**src/rtl/tpu_job_scheduler_pkg.sv**
```systemverilog
// Shared types and helpers for the tpu job scheduler and its round-robin arbiter.
// Optional performance counters are enabled by defining TPU_SCHED_PERF_EN.
`ifndef ADDR_WIDTH
`define ADDR_WIDTH 16
`endif

package tpu_job_scheduler_pkg;

  typedef enum logic [1:0] {
    SCHED_IDLE  = 2'd0,
    SCHED_ISSUE = 2'd1,
    SCHED_WAIT  = 2'd2,
    SCHED_DONE  = 2'd3
  } sched_state_e;

  localparam int PERF_WIDTH = 32;

  function automatic int idx_width(input int n);
    return (n > 1) ? $clog2(n) : 1;
  endfunction

  // Counters stick at all-ones instead of wrapping.
  function automatic logic [PERF_WIDTH-1:0] sat_inc(input logic [PERF_WIDTH-1:0] v);
    return (&v) ? v : v + PERF_WIDTH'(1);
  endfunction

endpackage

```
**src/rtl/tpu_job_scheduler_if.sv**
```systemverilog
// Requester-side and tpu-side signal bundle of the tpu job scheduler.
interface tpu_job_scheduler_if #(
  parameter int NUM_REQ = 2,
  parameter int AW      = `ADDR_WIDTH
);
  logic [NUM_REQ-1:0]    req_valid_i;
  logic [NUM_REQ-1:0]    req_ready_o;
  logic [NUM_REQ*AW-1:0] req_m_i, req_k_i, req_n_i;
  logic [NUM_REQ*AW-1:0] req_base_a_i, req_base_b_i, req_base_p_i;
  logic [NUM_REQ-1:0]    done_o;
  logic [NUM_REQ-1:0]    err_o;
  logic                  busy_o;
  logic                  tpu_start_o;
  logic                  tpu_valid_i;
  logic [AW-1:0]         tpu_m_o, tpu_k_o, tpu_n_o;
  logic [AW-1:0]         tpu_base_a_o, tpu_base_b_o, tpu_base_p_o;

  modport slave (
    input  req_valid_i, req_m_i, req_k_i, req_n_i,
           req_base_a_i, req_base_b_i, req_base_p_i, tpu_valid_i,
    output req_ready_o, done_o, err_o, busy_o, tpu_start_o,
           tpu_m_o, tpu_k_o, tpu_n_o, tpu_base_a_o, tpu_base_b_o, tpu_base_p_o
  );

  modport master (
    output req_valid_i, req_m_i, req_k_i, req_n_i,
           req_base_a_i, req_base_b_i, req_base_p_i, tpu_valid_i,
    input  req_ready_o, done_o, err_o, busy_o, tpu_start_o,
           tpu_m_o, tpu_k_o, tpu_n_o, tpu_base_a_o, tpu_base_b_o, tpu_base_p_o
  );
endinterface

```
**src/rtl/tpu_job_scheduler_rr_arbiter.sv**
```systemverilog
// Combinational round-robin arbiter: grants the first request at or after ptr_i, wrapping.
module rr_arbiter #(
  parameter int NUM_REQ = 2,
  parameter int IDX_W   = 1
) (
  input  logic [NUM_REQ-1:0] req_i,
  input  logic [IDX_W-1:0]   ptr_i,
  output logic [NUM_REQ-1:0] grant_o,
  output logic [IDX_W-1:0]   idx_o
);
  // Walk offsets from farthest to nearest so the closest request overrides.
  always_comb begin
    grant_o = '0;
    idx_o   = '0;
    for (int off = NUM_REQ - 1; off >= 0; off--) begin
      for (int r = 0; r < NUM_REQ; r++) begin
        if (req_i[r] && (r == (int'(ptr_i) + off) % NUM_REQ)) begin
          grant_o    = '0;
          grant_o[r] = 1'b1;
          idx_o      = IDX_W'(r);
        end
      end
    end
  end
endmodule

```
**src/rtl/tpu_job_scheduler.sv**
```systemverilog
// Shares one tpu GEMM engine between NUM_REQ requesters with round-robin job acceptance.
// Defining TPU_SCHED_PERF_EN adds saturating job/busy-cycle performance counters.
module tpu_job_scheduler
  import tpu_job_scheduler_pkg::*;
#(
  parameter int NUM_REQ = 2,
  parameter int AW      = `ADDR_WIDTH,
  parameter int IDX_W   = idx_width(NUM_REQ)
) (
  input  logic                  clk_i,
  input  logic                  rst_ni,
`ifdef TPU_SCHED_PERF_EN
  output logic [PERF_WIDTH-1:0] perf_jobs_o,
  output logic [PERF_WIDTH-1:0] perf_busy_cyc_o,
  output logic [PERF_WIDTH-1:0] perf_last_cyc_o,
`endif
  tpu_job_scheduler_if.slave    bus
);

  sched_state_e          state_q, state_d;
  logic [IDX_W-1:0]      ptr_q, ptr_d;
  logic [IDX_W-1:0]      owner_q, owner_d;
  logic                  err_q, err_d;
  logic [5:0][AW-1:0]    desc_q, desc_d;
  logic [NUM_REQ-1:0]    grant;
  logic [IDX_W-1:0]      winner;
  logic [5:0][AW-1:0]    req_desc [NUM_REQ];

  rr_arbiter #(.NUM_REQ(NUM_REQ), .IDX_W(IDX_W)) u_arb (
    .req_i   (bus.req_valid_i),
    .ptr_i   (ptr_q),
    .grant_o (grant),
    .idx_o   (winner)
  );

  // Descriptor slots: 0=m 1=k 2=n 3=base_a 4=base_b 5=base_p.
  generate
    for (genvar gi = 0; gi < NUM_REQ; gi++) begin : g_desc
      assign req_desc[gi] = {bus.req_base_p_i[gi*AW +: AW], bus.req_base_b_i[gi*AW +: AW],
                             bus.req_base_a_i[gi*AW +: AW], bus.req_n_i[gi*AW +: AW],
                             bus.req_k_i[gi*AW +: AW],      bus.req_m_i[gi*AW +: AW]};
    end
  endgenerate

  always_comb begin
    state_d = state_q;
    ptr_d   = ptr_q;
    owner_d = owner_q;
    err_d   = err_q;
    desc_d  = desc_q;
    unique case (state_q)
      SCHED_IDLE: begin
        if (|bus.req_valid_i) begin
          owner_d = winner;
          desc_d  = req_desc[winner];
          ptr_d   = (winner == IDX_W'(NUM_REQ - 1)) ? '0 : winner + IDX_W'(1);
          err_d   = (req_desc[winner][0] == '0) || (req_desc[winner][1] == '0) ||
                    (req_desc[winner][2] == '0);
          state_d = err_d ? SCHED_DONE : SCHED_ISSUE;
        end
      end
      SCHED_ISSUE: state_d = SCHED_WAIT;
      SCHED_WAIT:  if (bus.tpu_valid_i) state_d = SCHED_DONE;
      SCHED_DONE:  state_d = SCHED_IDLE;
      default:     state_d = SCHED_IDLE;
    endcase
  end

  always_ff @(posedge clk_i or negedge rst_ni) begin
    if (!rst_ni) begin
      state_q <= SCHED_IDLE;
      ptr_q   <= '0;
      owner_q <= '0;
      err_q   <= 1'b0;
      desc_q  <= '0;
    end else begin
      state_q <= state_d;
      ptr_q   <= ptr_d;
      owner_q <= owner_d;
      err_q   <= err_d;
      desc_q  <= desc_d;
    end
  end

  // Ready is forced low during reset so every output reads 0 while rst_ni is held.
  assign bus.req_ready_o  = (state_q == SCHED_IDLE && rst_ni) ? grant : '0;
  assign bus.busy_o       = (state_q != SCHED_IDLE);
  assign bus.tpu_start_o  = (state_q == SCHED_ISSUE);
  assign bus.done_o       = (state_q == SCHED_DONE) ? (NUM_REQ'(1) << owner_q) : '0;
  assign bus.err_o        = (state_q == SCHED_DONE && err_q) ? (NUM_REQ'(1) << owner_q) : '0;
  assign bus.tpu_m_o      = desc_q[0];
  assign bus.tpu_k_o      = desc_q[1];
  assign bus.tpu_n_o      = desc_q[2];
  assign bus.tpu_base_a_o = desc_q[3];
  assign bus.tpu_base_b_o = desc_q[4];
  assign bus.tpu_base_p_o = desc_q[5];

`ifdef TPU_SCHED_PERF_EN
  logic [PERF_WIDTH-1:0] jobs_q, jobs_d, busy_cyc_q, busy_cyc_d;
  logic [PERF_WIDTH-1:0] last_q, last_d, cur_q, cur_d;

  // cur counts WAIT cycles of the job in flight; a rejected job reports 0.
  always_comb begin
    jobs_d     = jobs_q;
    busy_cyc_d = busy_cyc_q;
    last_d     = last_q;
    cur_d      = cur_q;
    if (state_q == SCHED_IDLE)  cur_d = '0;
    if (state_q == SCHED_ISSUE) jobs_d = sat_inc(jobs_q);
    if (state_q == SCHED_WAIT) begin
      busy_cyc_d = sat_inc(busy_cyc_q);
      cur_d      = sat_inc(cur_q);
    end
    if (state_q == SCHED_DONE)  last_d = cur_q;
  end

  always_ff @(posedge clk_i or negedge rst_ni) begin
    if (!rst_ni) begin
      jobs_q     <= '0;
      busy_cyc_q <= '0;
      last_q     <= '0;
      cur_q      <= '0;
    end else begin
      jobs_q     <= jobs_d;
      busy_cyc_q <= busy_cyc_d;
      last_q     <= last_d;
      cur_q      <= cur_d;
    end
  end

  assign perf_jobs_o     = jobs_q;
  assign perf_busy_cyc_o = busy_cyc_q;
  assign perf_last_cyc_o = last_q;
`endif

endmodule

```
**src/flat_wrapper.sv**
```systemverilog
// flat-port wrapper written by rule: the top's interface ports become plain ports
module tpu_job_scheduler_flat import tpu_job_scheduler_pkg::*;
#(
  parameter int NUM_REQ = 2,
  parameter int AW      = `ADDR_WIDTH,
  parameter int IDX_W   = idx_width(NUM_REQ)
)
  (clk_i, rst_ni, bus_req_valid_i, bus_req_m_i, bus_req_k_i, bus_req_n_i, bus_req_base_a_i, bus_req_base_b_i, bus_req_base_p_i, bus_tpu_valid_i, bus_req_ready_o, bus_done_o, bus_err_o, bus_busy_o, bus_tpu_start_o, bus_tpu_m_o, bus_tpu_k_o, bus_tpu_n_o, bus_tpu_base_a_o, bus_tpu_base_b_o, bus_tpu_base_p_o);
  tpu_job_scheduler_if #(.NUM_REQ(NUM_REQ), .AW(AW)) bus_i ();
  input  logic clk_i;
  input  logic rst_ni;
  input wire logic [$bits(bus_i.req_valid_i)-1:0] bus_req_valid_i;
  input wire logic [$bits(bus_i.req_m_i)-1:0] bus_req_m_i;
  input wire logic [$bits(bus_i.req_k_i)-1:0] bus_req_k_i;
  input wire logic [$bits(bus_i.req_n_i)-1:0] bus_req_n_i;
  input wire logic [$bits(bus_i.req_base_a_i)-1:0] bus_req_base_a_i;
  input wire logic [$bits(bus_i.req_base_b_i)-1:0] bus_req_base_b_i;
  input wire logic [$bits(bus_i.req_base_p_i)-1:0] bus_req_base_p_i;
  input wire logic [$bits(bus_i.tpu_valid_i)-1:0] bus_tpu_valid_i;
  output wire logic [$bits(bus_i.req_ready_o)-1:0] bus_req_ready_o;
  output wire logic [$bits(bus_i.done_o)-1:0] bus_done_o;
  output wire logic [$bits(bus_i.err_o)-1:0] bus_err_o;
  output wire logic [$bits(bus_i.busy_o)-1:0] bus_busy_o;
  output wire logic [$bits(bus_i.tpu_start_o)-1:0] bus_tpu_start_o;
  output wire logic [$bits(bus_i.tpu_m_o)-1:0] bus_tpu_m_o;
  output wire logic [$bits(bus_i.tpu_k_o)-1:0] bus_tpu_k_o;
  output wire logic [$bits(bus_i.tpu_n_o)-1:0] bus_tpu_n_o;
  output wire logic [$bits(bus_i.tpu_base_a_o)-1:0] bus_tpu_base_a_o;
  output wire logic [$bits(bus_i.tpu_base_b_o)-1:0] bus_tpu_base_b_o;
  output wire logic [$bits(bus_i.tpu_base_p_o)-1:0] bus_tpu_base_p_o;
  assign bus_i.req_valid_i = bus_req_valid_i;
  assign bus_i.req_m_i = bus_req_m_i;
  assign bus_i.req_k_i = bus_req_k_i;
  assign bus_i.req_n_i = bus_req_n_i;
  assign bus_i.req_base_a_i = bus_req_base_a_i;
  assign bus_i.req_base_b_i = bus_req_base_b_i;
  assign bus_i.req_base_p_i = bus_req_base_p_i;
  assign bus_i.tpu_valid_i = bus_tpu_valid_i;
  assign bus_req_ready_o = bus_i.req_ready_o;
  assign bus_done_o = bus_i.done_o;
  assign bus_err_o = bus_i.err_o;
  assign bus_busy_o = bus_i.busy_o;
  assign bus_tpu_start_o = bus_i.tpu_start_o;
  assign bus_tpu_m_o = bus_i.tpu_m_o;
  assign bus_tpu_k_o = bus_i.tpu_k_o;
  assign bus_tpu_n_o = bus_i.tpu_n_o;
  assign bus_tpu_base_a_o = bus_i.tpu_base_a_o;
  assign bus_tpu_base_b_o = bus_i.tpu_base_b_o;
  assign bus_tpu_base_p_o = bus_i.tpu_base_p_o;
  tpu_job_scheduler #(.NUM_REQ(NUM_REQ), .AW(AW), .IDX_W(IDX_W)) u_core (.clk_i(clk_i), .rst_ni(rst_ni), .bus(bus_i));
endmodule
```
**config.mk**
```make
export PLATFORM = sky130hd
export DESIGN_NAME = tpu_job_scheduler_flat
export DESIGN_NICKNAME = d
export VERILOG_FILES = /design/src/rtl/tpu_job_scheduler_pkg.sv /design/src/rtl/tpu_job_scheduler_if.sv /design/src/rtl/tpu_job_scheduler_rr_arbiter.sv /design/src/rtl/tpu_job_scheduler.sv /design/src/flat_wrapper.sv
export SDC_FILE = /design/constraint.sdc
export NUM_CORES = 1
export LEC_CHECK = 0
export CORE_MARGIN = 8
export CORE_UTILIZATION = 35
export CTS_CLUSTER_DIAMETER = 100
export DETAILED_ROUTE_END_ITERATION = 8
export DONT_BUFFER_PORTS = 1
export PLACE_DENSITY = 0.49
export SLEW_MARGIN = 5
export SYNTH_ARGS = -nofsm -noshare
export SYNTH_HDL_FRONTEND = slang
export SYNTH_SLANG_ARGS = --single-unit
```
**constraint.sdc**
```tcl
create_clock -name clk_i -period 3.4 [get_ports clk_i]
set_clock_uncertainty 0.15 [all_clocks]
set_input_delay 0.34 -clock clk_i [delete_from_list [all_inputs] [get_ports clk_i]]
set_output_delay 0.34 -clock clk_i [all_outputs]
set_load 0.1 [all_outputs]
```
* Word-level counts from Yosys, hierarchy flattened *
Index checks and enable logic that the tools add are counted.

word-level totals
  flip-flop bits (word level) = 101
  input bits = 197
  output and inout port bits = 104
  word-level logic and storage cells = 58

cells by class
  reductions and logical operators = 18
  bitwise gates (word level) = 2
  shifts and indexed selects = 1
  multiplexer cells = 18
  equality and inequality tests = 6
  add/subtract/negate cells = 2
  $lt $le $gt $ge = 1

operators by type and width
  operator                                                  count
  two-way mux 96 bit                                        3
  logical NOT 32 bit                                        2
  logical NOT 16 bit                                        3
  two-way mux 2 bit                                         9
  case mux 2 bit (4 select lines)                           1
  logical AND 1 bit                                         6
  two-way mux 1 bit                                         5
  == test 2 bit, second input constant                      2
  AND reduction 2 bit                                       2
  adder 1 bit, second input constant                        2
  == test 2 x 1 -> 1 bit, second input constant             1
  == test 2 bit, first input constant                       1
  greater-or-equal comparator 2 bit, second input constant  1
  logical NOT 2 bit                                         1
  logical OR 1 bit                                          2
  inequality test 2 x 1 -> 1 bit, second input constant     1
  inequality test 2 bit, second input constant              1
  inverter 1 -> 2 bit                                       1
  nonzero test 2 bit                                        1
  OR reduction 2 bit                                        1
  left shift 1 x 1 -> 2 bit, first input constant           1
  bitwise AND 1 bit, first input constant                   1

* Depth between registers and ports, before layout *
Gate-level depths: netlist of run 1.

  depth in word-level cells = 17
  depth in mapped cells = 8
  gate-level depth less buffers = 6

* Hierarchy *
Synthesis of run 1 repeated with hierarchy kept, for this count alone.

unflattened totals
  cell total of the unflattened synthesis = 489
  area total of the unflattened synthesis = 4,924.7 um2

modules (own cells, without submodules)
  module             area each (um2)  cells each  instances  sequential area each (um2)
  tpu_job_scheduler  4,898.4          485         1          2,527.4
  rr_arbiter         26.3             4           1          0.0

* Worst setup path after synthesis of run 1 *
No wires, ideal clock.

  path type = flip-flop to output port
  start point = reg u_core.state_q[0]
  end point = out bus_req_ready_o[0]
  setup slack = 0.339 ns
  buffers on the path = 1
  arrival time = 2.571 ns
  cell stages (with the launch flop) = 7
  data required time = 2.910 ns
  cells stage by stage = dfrtp_1 > inv_1 > ha_1 > inv_1 > a211oi_2 > clkbuf_1 > and2_1

between the ends
  cells in the longest elaborated chain, start to end = 3

ends and longest elaborated chain
  what                    line                     RTL
  from (decl)             tpu_job_scheduler.sv:20  sched_state_e state_q, state_d;
  from (signal assigned)  tpu_job_scheduler.sv:77  state_q <= state_d;
  logical NOT 2 bit       tpu_job_scheduler.sv:86  assign bus.req_ready_o = (state_q == SCHED_IDLE && rst_ni) ? grant : '0;
  logical AND 1 bit       tpu_job_scheduler.sv:86
  two-way mux 2 bit       tpu_job_scheduler.sv:86
  to (decl)               flat_wrapper.sv:20       output wire logic [$bits(bus_i.req_ready_o)-1:0] bus_req_ready_o;

No other way between the ends.

* Final worst setup path of run 1 *
  start point = reg u_core.state_q[0]
  end point = reg u_core.desc_q (netlist bit u_core.bus.tpu_base_p_o[13])

between the ends
  cells in the longest elaborated chain, start to end = 2

ends and longest elaborated chain
  what                           line                     RTL
  logical NOT 2 bit              tpu_job_scheduler.sv:51  unique case (state_q)
  AND reduction 2 bit (no line)  -
  to (signal assigned)           tpu_job_scheduler.sv:81  desc_q <= desc_d;
  to (decl)                      tpu_job_scheduler.sv:24  logic [5:0][AW-1:0] desc_q, desc_d;

No other way between the ends.
A chain may end at the register's enable or synchronous reset.

==> metrics.md, run 1 <==
| Metric | Value |
|---|---|
| Placed cell count | 591 |
| Vias/cell | roughly 5.7 |
| Slowest stage delay, CP | about 690 ps |
| Critical Path RT | between 3000 and 4000 ps |
| Crit. path cell count | 9 |
| CP max FO | 49 |
| Mapped Cells | between 400 and 500 |
| Most used cell, CP | inv_1 |
| H-tree levels | 3 |
| Reg-to-Reg Start | u_core.state_q[0]$_DFFE_PN0P_ |
| Max_cap viols | 0 |
| Rel. slew slack | 0.1785 |
| # setup viols final | 0 |
| Initial Util | 0.3541 |
| IO Pins | between 300 and 400 |
| Post-synthesis sequential element count | just over 100 |
| Most common cell in the netlist | dfrtp_1 |
| # resized after CTS | 0 |
| ANT cells | 0 |
| Filler instances | around 1,200 |
| Final Hold Fails | 0 |
| Final net count | between 700 and 800 |
| Multi-input gate area | approximately 0.0018 mm^2 |
| Row count | 42 |
| Synth area leaders | dfrtp_1 55%, a222oi_1 10%, mux2i_1 10% |
| Hold Path Sink | u_core.bus.tpu_base_p_o[10]$_DFFE_PN0P_ |
| Full die area | ~0.017 mm^2 |
| Status | completed |
| Final cell count without fillers | ~700 |
| Buffers & Inverters on Critical Path | 6 |
| Avg Synthesized Cell Area | approximately 11 um^2 |
| Die height | 131.1 um |
| Setup repair bufs after CTS | 0 |
| Clock Sinks | around 100 |
| Worst EP arrival | roughly 3200 ps |
| Die W | roughly 130 um |
| Total global-route track usage | 0.1930 |
| Initial antenna violation count | 1 |
| Post-synth top area share | 0.5455 |
| Number of synthesized flops with an enable pin | 0 |
| Total negative slack | 0 ps |
| Num CTS Buffers | 9 |
| Worst min path class | primary input to register |
| Number of global-route vias before repair | around 4,300 |
| Worst slack, placed | 702.4 ps |
| Slowest cell on the critical path | dlygate4sd3_1 |
| Max-slew violation count | 0 |
| Post-Route WL | about 17,000 um |
| DRC | 0 |
| F_max | roughly 0.32 GHz |
| Reg clk slew, reported paths | 70 ps |
| Final Cycle Share | 0.9067 |
| Reg-to-reg endpoint | u_core.bus.tpu_base_p_o[13]$_DFFE_PN0P_ |
| DP HPWL | between 10,000 and 15,000 um |
| Buffers on Ports | 0 |
| Hold_ws | between 15 and 20 ps |
| Root buffer cell | clkbuf_16 |
| CP endpoint kind | register |
| Netlist Area Pre-Place | 0.004633 mm^2 |
| Syn nets | ~640 |
| Routability cong. | roughly 0.83 |
| Via count | 3,977 |
| Seq/Total Area, Yosys | 0.5455 |
| Pin count of the biggest net entering global routing | 102 |
| Reg2Reg Depth | 9 |
| FF/Latch Area | 0.002527 mm^2 |
| Routed Antenna Nets | 0 |
| DR pass1 iterations | 7 |
| Asr flop ratio synth | 1.000 |
| Initial DRC Count | 359 |
| Wire per inst | between 20 and 25 um |
| Library cells used by synthesis | 27 |
| R2R setup slack | approximately 320 ps |
| Min-delay src | bus_req_base_p_i[10] |
| Area grow syn2layout | 31.54% |
| Layout cells sized above 1 | 0.06084 |
| Worst skew pair latency | 340 ps |
| Cell family with most CP delay | buffers and inverters |
| Syn. warnings | 0 |
| Synth area leader | dfrtp_1 |
| Setup CP Type | register to register |
| Critical Path Source Type | register |
| Post-route minimum period | slightly above 3000 ps |
| Core box area | between 0.01 and 0.015 mm^2 |
| Final worst slack | roughly 320 ps |
| CP Cell Sequence | inv_1 > ha_1 > inv_1 > buf_4 > a211oi_4 > buf_4 > a222oi_1 > dlygate4sd3_1 > inv_1 |
| Slew @ Worst Pin | between 1000 and 1500 ps |
| First-pass GRT wire length | 24,830 um |
| Clock buffer depth | 2 |
| RSZ-0062 raised after global routing | false |
| Post-synth top cells | 101 x dfrtp_1, 52 x inv_1, 51 x nand2_1 |
| Congestion Overflow GR | 0 |
| CTS tree | yes |
| Synth Flop Type | dfrtp_1 |
| Cells on Worst Hold Path | 2 |
-- cell usage in the layout, fill, tap and decap left out, types with 2 or more instances in the layout --
| cell type | instances |
|---|---|
| dlygate4sd3_1 | 94 |
| clkbuf_1 | 2 |
| inv_1 | 52 |
| o21ai_0 | 47 |
| nor4_1 | 24 |
| a222oi_1 | 48 |
| mux2i_1 | 48 |
| nor2_1 | 2 |
| buf_4 | 8 |
| and2_1 | 3 |
| a21oi_1 | 2 |
| o21ai_1 | 2 |
| a21o_1 | 2 |
| clkbuf_16 | 9 |
| dfrtp_1 | 101 |
| clkinvlp_4 | 5 |
| nand2_1 | 51 |
| o21ai_4 | 2 |
| ha_1 | 4 |
| buf_12 | 2 |
| nand4_1 | 7 |
-- kinds of logic (layout without fill, tap and decap cells) --
family	Yosys count	in the layout	share of synthesized area
simple gates	93	93	0.09614
mux	48	48	0.1037
fa+ha+maj	4	4	0.01080
buf+inv	84	174	0.07237
flops	101	101	0.5455
compound gates	106	106	0.1715
-- metal layers --
layer | part of all wire | wire length [um] | GRT usage | up-vias
met5 | 0 | 0 | 0 | -
met4 | 0.023 | 393 | 0.07630 | 0
li1 | - | - | - | 1780
met3 | 0.16 | 2842 | 0.09021 | 26
met2 | 0.48 | 8284 | 0.3197 | 273
met1 | 0.34 | 5848 | 0.2105 | 1898
-- how the worst max path moves through the flow --
stage	to	start	slack, ps
5_1_grt	bus_req_ready_o[1]	u_core.state_q[0]$_DFFE_PN0P_	130
4_1_cts	bus_req_ready_o[1]	u_core.state_q[0]$_DFFE_PN0P_	340
3_5_place_dp	bus_req_ready_o[1]	u_core.state_q[0]$_DFFE_PN0P_	700
6_report	u_core.bus.tpu_base_p_o[13]$_DFFE_PN0P_	u_core.state_q[0]$_DFFE_PN0P_	320
2_1_floorplan	bus_req_ready_o[0]	u_core.state_q[0]$_DFFE_PN0P_	340
3_3_place_gp	bus_req_ready_o[1]	u_core.state_q[0]$_DFFE_PN0P_	810
-- timing repair --
action                     in CTS  in global routing
hold buffers                   95                  0
setup endpoints to repair       0                  0
hold endpoints to repair      149                  0
-- flip-flops by register name, summed over array words and instances, names as in the netlist --
register	cells
u_core.owner_q	1
u_core.bus.tpu_base_a_o	16
u_core.err_q	1
u_core.bus.tpu_base_b_o	16
u_core.ptr_q	1
u_core.bus.tpu_k_o	16
u_core.bus.tpu_base_p_o	16
u_core.bus.tpu_m_o	16
u_core.state_q	2
u_core.bus.tpu_n_o	16
-- worst register-to-register path: cells and delay by family, from the launching register on --
kind,cells,cell delay (ps)
DFF,1,410
AOI/OAI and AO/OA,2,510
buffers and inverters,6,1710
adders and majority gates,1,240
-- stage by stage --
step,area [um^2],util
after global placement,4856,0.3711
after floorplan,4633,-
after global routing,6095,0.4658
after detailed placement,4856,0.3711
final,6095,0.4658
after CTS,6095,0.4658
-- layout make-up --
type                    count  share of cell area
clock buffers              11             0.03819
clock inverters             5            0.006159
inverters                  53             0.03264
multi-input cells         251              0.2969
flip-flops and latches    101              0.4147
well taps                 176             0.03613
repair buffers            105              0.1753
Power of run 1 is left out: the tool's default activity adds up to more than one toggle a clock period on the data nets, which glitch-free logic cannot reach.
==> run 2, diff against run 1 <==
SLEW_MARGIN = unset   (was 5)
==> results of run 2 <==
The final DEF is identical to that of run 1; final timing and power are the same.
Power of run 2 is left out for the same reason.
